===== config.mk =====
export PLATFORM = sky130hd
export DESIGN_NAME = cb_filter_scan_ctrl_flat
export DESIGN_NICKNAME = d
export VERILOG_FILES = /design/src/rtl/cb_filter_pkg.sv /design/src/rtl/cb_filter_scan_ctrl_if.sv /design/src/rtl/cb_scan_prescaler.sv /design/src/rtl/cb_filter_scan_ctrl.sv /design/src/flat_wrapper.sv
export SDC_FILE = /design/constraint.sdc
export NUM_CORES = 1
export LEC_CHECK = 0
export BUFFER_PORTS_ARGS = -buffer_cell sky130_fd_sc_hd__buf_2
export CORE_ASPECT_RATIO = 0.5
export CORE_MARGIN = 10
export CORE_UTILIZATION = 44
export DETAILED_ROUTE_END_ITERATION = 8
export MAX_ROUTING_LAYER = met4
export PLACE_DENSITY = 0.66
export SLEW_MARGIN = 0
export SYNTH_ARGS = -nofsm -noshare
export SYNTH_HDL_FRONTEND = slang
export SYNTH_SLANG_ARGS = --single-unit

===== constraint.sdc =====
create_clock -name sys_clk -period 10 [get_ports sys_clk]
set_input_delay 2 -clock sys_clk [delete_from_list [all_inputs] [get_ports sys_clk]]
set_output_delay 2 -clock sys_clk [all_outputs]
set_load 0.05 [all_outputs]

===== src/rtl/cb_filter_pkg.sv =====
// Shared constants, FSM encoding and filter-threshold helper for the IO debounce scanner.
package cb_filter_pkg;

  localparam int DEF_OPT_NUM    = 40;
  localparam int DEF_IDX_W      = 6;
  localparam int DEF_CNT_W      = 4;
  localparam int DEF_PRESCALE_W = 16;

  localparam logic [1:0] ST_IDLE  = 2'd0;
  localparam logic [1:0] ST_SCAN  = 2'd1;
  localparam logic [1:0] ST_STALL = 2'd2;

  // A programmed threshold of 0 behaves like 1 so a channel can never be frozen.
  function automatic int unsigned norm_filter_cnt(input int unsigned raw);
    return (raw == 0) ? 32'd1 : raw;
  endfunction

endpackage


===== src/rtl/cb_filter_scan_ctrl_if.sv =====
// Change-event port towards the CPU register block; valid/ready, fields held while valid.
interface cb_filter_scan_ctrl_if
  import cb_filter_pkg::*;
#(
  parameter int IDX_W = DEF_IDX_W
);

  logic             chg_valid;
  logic [IDX_W-1:0] chg_idx;
  logic             chg_level;
  logic             chg_ready;

  modport master (
    output chg_valid,
    output chg_idx,
    output chg_level,
    input  chg_ready
  );

  modport slave (
    input  chg_valid,
    input  chg_idx,
    input  chg_level,
    output chg_ready
  );

endinterface


===== src/rtl/cb_scan_prescaler.sv =====
// Scan-tick generator: tick every cfg_prescale+1 cycles while enabled, combinational from the count.
// Ticks landing on a busy scanner are dropped and latched in the sticky overrun flag.
module cb_scan_prescaler
  import cb_filter_pkg::*;
#(
  parameter int PRESCALE_W = DEF_PRESCALE_W
) (
  input  logic                  sys_clk,
  input  logic                  rst_n,
  input  logic                  cfg_en,
  input  logic [PRESCALE_W-1:0] cfg_prescale,
  input  logic                  scan_busy,
  input  logic                  ovf_clr,
  output logic                  tick,
  output logic                  ovf_o
);

  logic [PRESCALE_W-1:0] presc;

  assign tick = cfg_en && (presc == cfg_prescale);

  always_ff @(posedge sys_clk or negedge rst_n) begin
    if (!rst_n) begin
      presc <= '0;
      ovf_o <= 1'b0;
    end else begin
      if (!cfg_en || tick) begin
        presc <= '0;
      end else begin
        presc <= presc + 1'b1;
      end
      // A new overrun outranks a simultaneous clear.
      if (tick && scan_busy) begin
        ovf_o <= 1'b1;
      end else if (ovf_clr) begin
        ovf_o <= 1'b0;
      end
    end
  end

endmodule


===== src/rtl/cb_filter_scan_ctrl.sv =====
// Round-robin debounce of OPT_NUM synchronised inputs, one channel per cycle per scan tick.
// A commit that finds the event slot full and unaccepted parks the scan in STALL until chg_ready.
module cb_filter_scan_ctrl
  import cb_filter_pkg::*;
#(
  parameter int OPT_NUM    = DEF_OPT_NUM,
  parameter int IDX_W      = DEF_IDX_W,
  parameter int CNT_W      = DEF_CNT_W,
  parameter int PRESCALE_W = DEF_PRESCALE_W
) (
  input  logic                  sys_clk,
  input  logic                  rst_n,
  input  logic [OPT_NUM-1:0]    orign_opt_i,
  input  logic                  cfg_en,
  input  logic [PRESCALE_W-1:0] cfg_prescale,
  input  logic [CNT_W-1:0]      cfg_filter_cnt,
  input  logic                  ovf_clr,
  output logic [OPT_NUM-1:0]    filter_opt_o,
  cb_filter_scan_ctrl_if.master chg,
  output logic                  scan_busy,
  output logic                  ovf_o
);

  logic [OPT_NUM-1:0] sync1;
  logic [OPT_NUM-1:0] s_in;
  logic [CNT_W-1:0]   cnt [OPT_NUM];
  logic [1:0]         state;
  logic [IDX_W-1:0]   idx;
  logic               tick;
  logic               evt_valid;
  logic [IDX_W-1:0]   evt_idx;
  logic               evt_level;

  logic               ch_in;
  logic               differ;
  logic [CNT_W-1:0]   cnt_cur;
  logic [31:0]        cnt_inc;
  logic [31:0]        thr;
  logic               due;
  logic               blocked;
  logic               commit;
  logic               accept;
  logic               last_ch;

  assign scan_busy     = (state != ST_IDLE);
  assign chg.chg_valid = evt_valid;
  assign chg.chg_idx   = evt_idx;
  assign chg.chg_level = evt_level;

  cb_scan_prescaler #(
    .PRESCALE_W (PRESCALE_W)
  ) u_prescaler (
    .sys_clk      (sys_clk),
    .rst_n        (rst_n),
    .cfg_en       (cfg_en),
    .cfg_prescale (cfg_prescale),
    .scan_busy    (scan_busy),
    .ovf_clr      (ovf_clr),
    .tick         (tick),
    .ovf_o        (ovf_o)
  );

  // Shared compare datapath for the channel currently addressed by idx.
  assign ch_in   = s_in[idx];
  assign differ  = (ch_in != filter_opt_o[idx]);
  assign cnt_cur = cnt[idx];
  assign cnt_inc = 32'(cnt_cur) + 32'd1;
  assign thr     = norm_filter_cnt(32'(cfg_filter_cnt));
  assign due     = (state == ST_SCAN) && differ && (cnt_inc >= thr);
  assign blocked = evt_valid && !chg.chg_ready;
  assign commit  = cfg_en && due && !blocked;
  assign accept  = evt_valid && chg.chg_ready;
  assign last_ch = (idx == IDX_W'(OPT_NUM - 1));

  always_ff @(posedge sys_clk or negedge rst_n) begin
    if (!rst_n) begin
      sync1 <= '0;
      s_in  <= '0;
    end else begin
      sync1 <= orign_opt_i;
      s_in  <= sync1;
    end
  end

  always_ff @(posedge sys_clk or negedge rst_n) begin
    if (!rst_n) begin
      state <= ST_IDLE;
      idx   <= '0;
    end else if (!cfg_en) begin
      state <= ST_IDLE;
      idx   <= '0;
    end else begin
      case (state)
        ST_IDLE: begin
          if (tick) begin
            idx   <= '0;
            state <= ST_SCAN;
          end
        end
        ST_SCAN: begin
          if (due && blocked) begin
            state <= ST_STALL;
          end else if (last_ch) begin
            idx   <= '0;
            state <= ST_IDLE;
          end else begin
            idx <= idx + 1'b1;
          end
        end
        ST_STALL: begin
          if (chg.chg_ready) begin
            state <= ST_SCAN;
          end
        end
        default: state <= ST_IDLE;
      endcase
    end
  end

  // A stalled compare leaves the counter untouched so the retry sees the same history.
  always_ff @(posedge sys_clk or negedge rst_n) begin
    if (!rst_n) begin
      for (int i = 0; i < OPT_NUM; i++) begin
        cnt[i] <= '0;
      end
    end else if (!cfg_en) begin
      for (int i = 0; i < OPT_NUM; i++) begin
        cnt[i] <= '0;
      end
    end else if (state == ST_SCAN) begin
      if (!differ) begin
        cnt[idx] <= '0;
      end else if (due) begin
        if (!blocked) begin
          cnt[idx] <= '0;
        end
      end else if (cnt_cur != {CNT_W{1'b1}}) begin
        cnt[idx] <= cnt_cur + 1'b1;
      end
    end
  end

  always_ff @(posedge sys_clk or negedge rst_n) begin
    if (!rst_n) begin
      filter_opt_o <= '0;
    end else if (commit) begin
      filter_opt_o[idx] <= ch_in;
    end
  end

  always_ff @(posedge sys_clk or negedge rst_n) begin
    if (!rst_n) begin
      evt_valid <= 1'b0;
      evt_idx   <= '0;
      evt_level <= 1'b0;
    end else if (commit) begin
      evt_valid <= 1'b1;
      evt_idx   <= idx;
      evt_level <= ch_in;
    end else if (accept) begin
      evt_valid <= 1'b0;
    end
  end

endmodule


===== src/flat_wrapper.sv =====
// flat-port wrapper written by rule: the top's interface ports become plain ports
module cb_filter_scan_ctrl_flat import cb_filter_pkg::*;
#(
  parameter int OPT_NUM    = DEF_OPT_NUM,
  parameter int IDX_W      = DEF_IDX_W,
  parameter int CNT_W      = DEF_CNT_W,
  parameter int PRESCALE_W = DEF_PRESCALE_W
)
  (sys_clk, rst_n, orign_opt_i, cfg_en, cfg_prescale, cfg_filter_cnt, ovf_clr, filter_opt_o, scan_busy, ovf_o, chg_chg_valid, chg_chg_idx, chg_chg_level, chg_chg_ready);
  cb_filter_scan_ctrl_if #(.IDX_W(IDX_W)) chg_i ();
  input  logic sys_clk;
  input  logic rst_n;
  input  logic [OPT_NUM-1:0] orign_opt_i;
  input  logic cfg_en;
  input  logic [PRESCALE_W-1:0] cfg_prescale;
  input  logic [CNT_W-1:0] cfg_filter_cnt;
  input  logic ovf_clr;
  output logic [OPT_NUM-1:0] filter_opt_o;
  output logic scan_busy;
  output logic ovf_o;
  output wire logic [$bits(chg_i.chg_valid)-1:0] chg_chg_valid;
  output wire logic [$bits(chg_i.chg_idx)-1:0] chg_chg_idx;
  output wire logic [$bits(chg_i.chg_level)-1:0] chg_chg_level;
  input wire logic [$bits(chg_i.chg_ready)-1:0] chg_chg_ready;
  assign chg_chg_valid = chg_i.chg_valid;
  assign chg_chg_idx = chg_i.chg_idx;
  assign chg_chg_level = chg_i.chg_level;
  assign chg_i.chg_ready = chg_chg_ready;
  cb_filter_scan_ctrl #(.OPT_NUM(OPT_NUM), .IDX_W(IDX_W), .CNT_W(CNT_W), .PRESCALE_W(PRESCALE_W)) u_core (.sys_clk(sys_clk), .rst_n(rst_n), .orign_opt_i(orign_opt_i), .cfg_en(cfg_en), .cfg_prescale(cfg_prescale), .cfg_filter_cnt(cfg_filter_cnt), .ovf_clr(ovf_clr), .filter_opt_o(filter_opt_o), .chg(chg_i), .scan_busy(scan_busy), .ovf_o(ovf_o));
endmodule

==> metrics.txt, run 1 <==
row count=46; Setup crit end kind=register; DRC errors left=0; Crit Reg-Reg Startpoint=u_core.idx[0]$_DFFE_PN0P_; core footprint=32120 sq um; Syn Nets=~1400; clk buf depth=3; period utilization=0.6318; power per cell area=about 160 nW/um^2; antenna violations before repair=0; Lkg Pwr=between 7 and 8 nW; hold path start=u_core.sync1[35]$_DFF_PN0_; Slew HR=0.2533; layout cells sized above 1=0.1863; measured slew at the worst slew-check pin=roughly 1.1 ns; post-cts sizing count=0; worst reg2reg setup slack=between 3 and 4 ns; most common cell after layout, fill and taps aside=dfrtp_1; Total Routing Usage GR=0.2209; asr flop ratio synth=1.000; Slew Limit Fails=0; Syn. warnings=0; Syn Std Cell Area=between 10000 and 15000 sq um; wire length per cell=between 20 and 30 um; Setup TNS=0 ns; gr ovfl total=0; flops & latches, synth=roughly 310; Starting Density=0.4525; area leader, netlist=dfrtp_1; kind of critical path=register to register; CTS buffer count=29; outcome=complete, no violations; Worst Path Required=10.40 ns; Final GP Congestion=about 1; worst-skew pair later-pin latency=~0.6 ns; post-route ant nets=0; drt first pass iters=6; Yosys top cell area share=0.5390; vias=11420; Critical R2R Capture=u_core.cnt[118]$_DFFE_PN0P_; FMAX=158.3 MHz; WHS Endpoint=u_core.s_in[35]$_DFF_PN0_; sequential area share after synthesis=0.5390; final hold viol count=0; largest fanout on the critical path=38; Worst setup SP type=register; Post-Synthesis Cells=~1300; drt via density=roughly 6.3; first-iteration detailed-routing DRC count=roughly 1300; antenna cells=0; Post-CTS Setup Inserts=0; setup violators final=0; highest-count cells in the layout ignoring fill and taps=310 x dfrtp_1, 132 x nand2_1, 113 x buf_2; Unique masters post-synth=between 80 and 90; Root Buffer=clkbuf_16; CTS clock-pin slew for the worst setup and hold paths=approximately 0.07 ns; post-layout power=roughly 0.0026 W; EDFF count, synth=0; synth top area cells=dfrtp_1 54%, a22o_1 4.9%, nand2_1 3.4%; CTS tree=yes; chip width=between 200 and 300 um; # port buffers=about 110; largest net degree at the start of global routing=between 100 and 150; final clock skew=roughly 0.020 ns; Worst EP arrival=6.72 ns; Avg Inst Size Synth=11.20 sq um; H-tree Lvls=1; first-pass GRT wire length=about 70 mm; WHS Path Cells=0; vias in the first global route=between 10000 and 15000; Worst Reg-to-Reg Cells=16; drt total wl=roughly 46 mm; RSZ-0062 raised after global routing=no; Hold Crit Class=register to register; num ports=about 120; area growth from synthesis to layout=12.04%; Max VDD drop=around 0.00013 V; fin nets=~1400; Max Cap Viol=0; DP HPWL=about 30 mm; die height=around 150 um; post-layout min period=between 6 and 7 ns; clock sink count=roughly 310; die area=41140 sq um; Post-CTS Hold Fix Bufs=0; most common flop cell mapped by yosys=dfrtp_1
[worst max-delay path by stage]
stage                         startpoint                          end  cells after the start
4_1_cts        u_core.idx[0]$_DFFE_PN0P_    u_core.cnt[2]$_DFFE_PN0P_                     16
2_1_floorplan          cfg_filter_cnt[2]  u_core.cnt[138]$_DFFE_PN0P_                     13
6_report       u_core.idx[0]$_DFFE_PN0P_  u_core.cnt[118]$_DFFE_PN0P_                     16
3_3_place_gp   u_core.idx[2]$_DFFE_PN0P_  u_core.cnt[122]$_DFFE_PN0P_                     16
5_1_grt        u_core.idx[2]$_DFFE_PN0P_  u_core.cnt[122]$_DFFE_PN0P_                     15
3_5_place_dp   u_core.idx[0]$_DFFE_PN0P_  u_core.cnt[154]$_DFFE_PN0P_                     16
[worst max-delay path, stage by stage (launching register included)]
cell,delay (ns)
dfrtp_2,0.72
buf_4,0.50
and2b_1,0.55
a221oi_1,0.46
o22a_1,0.21
o22ai_1,0.09
or3_4,0.43
ha_1,0.34
ha_1,0.30
a21o_1,0.16
a21o_1,0.16
a21oi_1,0.26
o31a_1,0.42
o31ai_4,0.12
buf_4,0.23
nor2_4,0.87
a22oi_1,0.24
[power by group]
| group | switching [W] | internal [W] |
|---|---|---|
| logic | 0.0000551 | 0.0000213 |
| clock network | 0.000524 | 0.000726 |
| registers | 0.00000608 | 0.00128 |
[sequential cells by signal (all words and copies together), names as in the netlist, 2 cells and up]
name                      count
u_core.chg.chg_idx            6
u_core.cnt                  160
u_core.filter_opt_o          40
u_core.idx                    6
u_core.s_in                  40
u_core.state                  2
u_core.sync1                 40
u_core.u_prescaler.presc     16
[logic make-up (layout without fill, tap and decap cells)]
group / Yosys count / after routing / share of synthesized area
DFF: 313 / 313 / 0.5390
adders and majority gates: 7 / 7 / 0.006026
and+or+nand+nor: 314 / 314 / 0.09987
muxes: 80 / 80 / 0.06776
xor gates and xnor gates: 30 / 30 / 0.01911
buffers and inverters: 112 / 199 / 0.04546
AOI/OAI and AO/OA: 442 / 442 / 0.2228
[metrics by stage]
stage | hold WS (ns) | setup WS, ns | std cells | utilization | instance area, sq um
floorplan | 0.3312 | 5.715 | 1298 | - | 14530
global placement | 0.3314 | 4.065 | 1763 | 0.4734 | 15200
detailed placement | 0.3347 | 3.938 | 1763 | 0.4734 | 15200
CTS | 0.3420 | 3.908 | 1817 | 0.5068 | 16280
global route | 0.3374 | 3.505 | 1817 | 0.5070 | 16280
finish | 0.3386 | 3.682 | 1817 | 0.5070 | 16280
[Yosys cell counts, types with 20 or more instances]
cell	n
nor2_1	89
o21ai_0	56
clkbuf_1	42
mux2i_1	46
a22o_1	81
a22oi_1	50
xor2_1	20
nand2_1	132
a31oi_1	44
a21oi_1	55
o22ai_1	46
buf_2	29
dfrtp_1	313
[metal layers]
| metal | up-vias | track usage | share of wire |
|---|---|---|---|
| met5 | - | - | 0 |
| met4 | 0 | 0.07139 | 0.034 |
| met3 | 123 | 0.07492 | 0.11 |
| met2 | 640 | 0.3168 | 0.43 |
| met1 | 5706 | 0.2896 | 0.42 |
| li1 | 4953 | - | - |
[cell type report]
| cell class | count | area, sq um |
|---|---|---|
| clock buffer | 35 | 788.3 |
| clock inverter | 19 | 285.3 |
| fill | 2825 | 15830 |
| inverter | 15 | 56.30 |
| multi-input combinational | 873 | 6072 |
| sequential | 313 | 7839 |
| tap | 432 | 540.5 |
| timing repair buffer | 130 | 700.7 |
(Power assumes the default switching activity.)
==> inputs of run 2 (changes only) <==
--- a/config.mk
+++ b/config.mk
@@ -5,13 +5,14 @@
 export SDC_FILE = /design/constraint.sdc
 export NUM_CORES = 1
 export LEC_CHECK = 0
+export ABC_AREA = 1
 export BUFFER_PORTS_ARGS = -buffer_cell sky130_fd_sc_hd__buf_2
 export CORE_ASPECT_RATIO = 0.5
 export CORE_MARGIN = 10
 export CORE_UTILIZATION = 44
 export DETAILED_ROUTE_END_ITERATION = 8
 export MAX_ROUTING_LAYER = met4
-export PLACE_DENSITY = 0.66
+export PLACE_DENSITY = 0.65
 export SLEW_MARGIN = 0
 export SYNTH_ARGS = -nofsm -noshare
 export SYNTH_HDL_FRONTEND = slang
==> constraint.sdc (replaced) <==
create_clock -name sys_clk -period 6 [get_ports sys_clk]
set_input_delay 1.2 -clock sys_clk [delete_from_list [all_inputs] [get_ports sys_clk]]
set_output_delay 1.2 -clock sys_clk [all_outputs]
set_load 0.05 [all_outputs]
==> run 2 against run 1 <==
Combinational power rose to 30 times the previous value. Count of clock-buffer cells in the layout rose by 6. Clock power rose by 74%. Flip-flop and latch count is the same. Via count grew 46%. Design area grew 19%. Synthesized area rose by 18%. Power increased to 2.7 times the previous value. Global-route usage is 1.2 points higher. Critical path type unchanged. Largest power group unchanged.
==> metrics.txt, run 2 <==
Syn. warnings=0 (unchanged); Post-CTS Hold Fix Bufs=0 (unchanged); Final GP Congestion=0.9063 (-7.8%); slowest stage delay, CP=0.95 ns (+0.08 ns); vias=16620 (+46%); Unique masters post-synth=35 (-59%); sequential area share after synthesis=0.4549 (-0.08405); die height=159.9 um (+7.7%); Sw Share=0.3923 (+0.1684); setup violators final=0 (unchanged); outcome=complete, no violations; FMAX=206.6 MHz (+31%); Post-Synthesis Cells=2503 (+93%); Worst EP arrival=5.38 ns (-1.34 ns); count leader, synth=nand2_1; post-layout power=0.007086 W (+170%); die area=47920 sq um (+16%); CTS clock-pin slew for the worst setup and hold paths=0.07 ns (about the same); Slowest-stage cell, CP=dfrtp_1; clk buf depth=3 (unchanged); multi-input logic area=8078 sq um (+33%); RSZ-0062 raised after global routing=no; power per cell area=365.3 nW/um^2 (+130%); asr flop ratio synth=1.000 (unchanged); kind of critical path=register to register; NetSw=0.002780 W (+370%); sequential power share=0.366 (-0.127); gr ovfl total=0 (unchanged); most common flop cell mapped by yosys=dfrtp_1; Setup crit end kind=register; fin nets=2655 (+85%); post-synthesis mux area share=0 (-0.06776); CP most frequent cell=nand2_1; drt first pass iters=7 (+1); Lkg Pwr=10.99 nW (+51%); antenna violations before repair=1 (+1); CTS buffer count=31 (+6.9%); first-pass GRT wire length=87.66 mm (+26%); max reg flops=160 (unchanged); Clock power frac=0.307 (-0.171); Simple-Gate Fraction of Synth Area=0.3782 (+0.2784); DRC errors left=0 (unchanged); chip width=299.8 um (+8.2%); highest-count cells in the layout ignoring fill and taps=1161 x nand2_1, 311 x dfrtp_1, 226 x nand3_1; Syn Nets=2575 (+88%); area growth from synthesis to layout=12.66%; Compound-Gate Fraction of Synth Area=0.07623 (-0.1466); Slew Limit Fails=0 (unchanged); drt total wl=55.83 mm (+22%); final hold viol count=0 (unchanged); Finished Layout Cells=3139 (+73%); Total Routing Usage GR=0.2328 (+0.01193); Worst setup SP type=register; CTS tree=yes; period utilization=0.8066 (+0.1748); Yosys top cell area share=0.4549 (-0.08405); largest net degree at the start of global routing=158 (+48%); Crit path max-delay family=simple AND/OR/NAND/NOR gates; worst reg2reg setup slack=1.16 ns (-2.52 ns); clock sink count=313 (unchanged); Max VDD drop=0.0002624 V (+95%); largest fanout on the critical path=25 (-34%); largest family of logic cells by synthesized area=simple AND/OR/NAND/NOR gates; synth cell count leaders=1162 x nand2_1, 313 x dfrtp_1, 227 x nand3_1, 192 x inv_1, 183 x nor2_1; Root Buffer=clkbuf_16; post-layout min period=4.840 ns (-1.479 ns); Combinational Power Share=0.327 (+0.298); Max Cap Viol=0 (unchanged); # port buffers=114 (unchanged); Worst Path Required=6.55 ns (-3.85 ns); first-iteration detailed-routing DRC count=1976 (+48%); num ports=115 (unchanged); Power Internal=0.004306 W (+110%); final clock skew=0.01326 ns (-0.006641 ns); H-tree Lvls=1 (unchanged); synth top area cells=dfrtp_1 45%, nand2_1 25%, nand3_1 6.6%; post-route ant nets=0 (unchanged); Fillers=3820 (+35%); Starting Density=0.4445 (-0.007989); most common cell after layout, fill and taps aside=nand2_1; Reg with most FFs=u_core.cnt; register area=7838 sq um (about the same); adder-cell share of the synthesized area=0.005087 (-0.0009399); core footprint=38730 sq um (+21%); post-cts sizing count=0 (unchanged); Bufs and invs on worst path=5 (+3); Synth Area in XOR/XNOR=0.009156 (-0.009957); wire length per cell=17.78 um (-29%); area leader, netlist=dfrtp_1; flops & latches, synth=313 (unchanged); hold_ws=0.3476 ns (+0.008936 ns); vias in the first global route=15590 (+40%); Post-CTS Setup Inserts=0 (unchanged); row count=51 (+11%); worst-skew pair later-pin latency=0.60 ns (about the same); Hold Crit Class=register to register; EDFF count, synth=0 (unchanged); Syn Std Cell Area=17220 sq um (+18%); DP Area=18260 sq um (+20%); Setup TNS=0 ns (unchanged); design area=19400 sq um (+19%); drt via density=5.295 (-16%); Placed Cells incl. Taps=3080 (+75%); layout cells sized above 1=0.09087 (-0.09541); measured slew at the worst slew-check pin=1.014 ns (-0.1022 ns); Slew HR=0.3217 (+0.06843); Avg Inst Size Synth=6.879 sq um (-39%); critical path, cell by cell=inv_1, nor2_1, buf_4, nand3_1, nand2_1, o21ai_1, nand2_1, nor2_1, nand2_1, ha_1, xor2_1, inv_1, ha_1, o21ai_0, nand2_1, a21oi_1, nand2_2, nand2_2, buf_4, nand2_1, buf_4, o21ai_0, nand3_1, nand2_1; DP HPWL=36.02 mm (+20%)
[run 2: logic make-up after synthesis]
family | Yosys count
AO/OA/AOI/OAI | 239
adder cells (fa/ha/maj) | 7
buffers and inverters | 302
XOR/XNOR | 18
AND/OR/NAND/NOR | 1624
flip-flops | 313
[run 2: final cells by class]
type                    instances  area share
well taps                     530     0.03419
clock buffers                  41     0.04606
diodes                          1   0.0001290
multi-input cells            1888      0.4164
flip-flops and latches        313      0.4041
repair buffers                150     0.04838
inverters                     199     0.03851
clock inverters                17     0.01226
[run 2: power by group through the flow]
| stage | Clock (W) | Sequential (W) | Combinational (W) |
|---|---|---|---|
| global route | 0.00229 | 0.00262 | 0.00258 |
| global placement | 0 | 0.00262 | 0.00223 |
| finish | 0.00217 | 0.00259 | 0.00232 |
| floorplan | 0 | 0.00261 | 0.00157 |
| detailed placement | 0 | 0.00262 | 0.00227 |
| CTS | 0.00221 | 0.00259 | 0.00228 |
[run 2: worst paths after layout]
check,start,end,cells after the start
worst min register to register,u_core.sync1[39]$_DFF_PN0_,u_core.s_in[39]$_DFF_PN0_,0
worst min-delay path,u_core.sync1[39]$_DFF_PN0_,u_core.s_in[39]$_DFF_PN0_,0
min in group asynchronous,rst_n,u_core.sync1[24]$_DFF_PN0_,1
worst max-delay path,u_core.idx[2]$_DFFE_PN0P_,u_core.cnt[100]$_DFFE_PN0P_,24
worst max register to register,u_core.idx[2]$_DFFE_PN0P_,u_core.cnt[100]$_DFFE_PN0P_,24
max in group asynchronous,rst_n,u_core.cnt[152]$_DFFE_PN0P_,2
[run 2: worst reg2reg max path: stages (launching register included)]
cell and delay, ns:
dfrtp_1 0.95, inv_1 0.13, nor2_1 0.12, buf_4 0.29, nand3_1 0.12, nand2_1 0.13, o21ai_1 0.13, nand2_1 0.14
nor2_1 0.05, nand2_1 0.15, ha_1 0.21, xor2_1 0.22, inv_1 0.07, ha_1 0.29, o21ai_0 0.07, nand2_1 0.07
a21oi_1 0.17, nand2_2 0.11, nand2_2 0.12, buf_4 0.32, nand2_1 0.31, buf_4 0.32, o21ai_0 0.12, nand3_1 0.10
nand2_1 0.07
[run 2: through the flow]
step                      setup slack [ns]  utilization
final                                1.160       0.5008
after global routing                0.8500       0.5008
after CTS                            1.297       0.5007
after detailed placement             1.323       0.4715
after global placement               1.498       0.4715
after floorplan                      2.298            -
[run 2: layer usage]
layer,up-vias,GRT usage,part of all wire
met1,7699,0.3144,0.43
met2,789,0.3564,0.44
li1,8027,-,-
met4,0,0.05817,0.026
met3,107,0.04426,0.097
met5,-,-,0
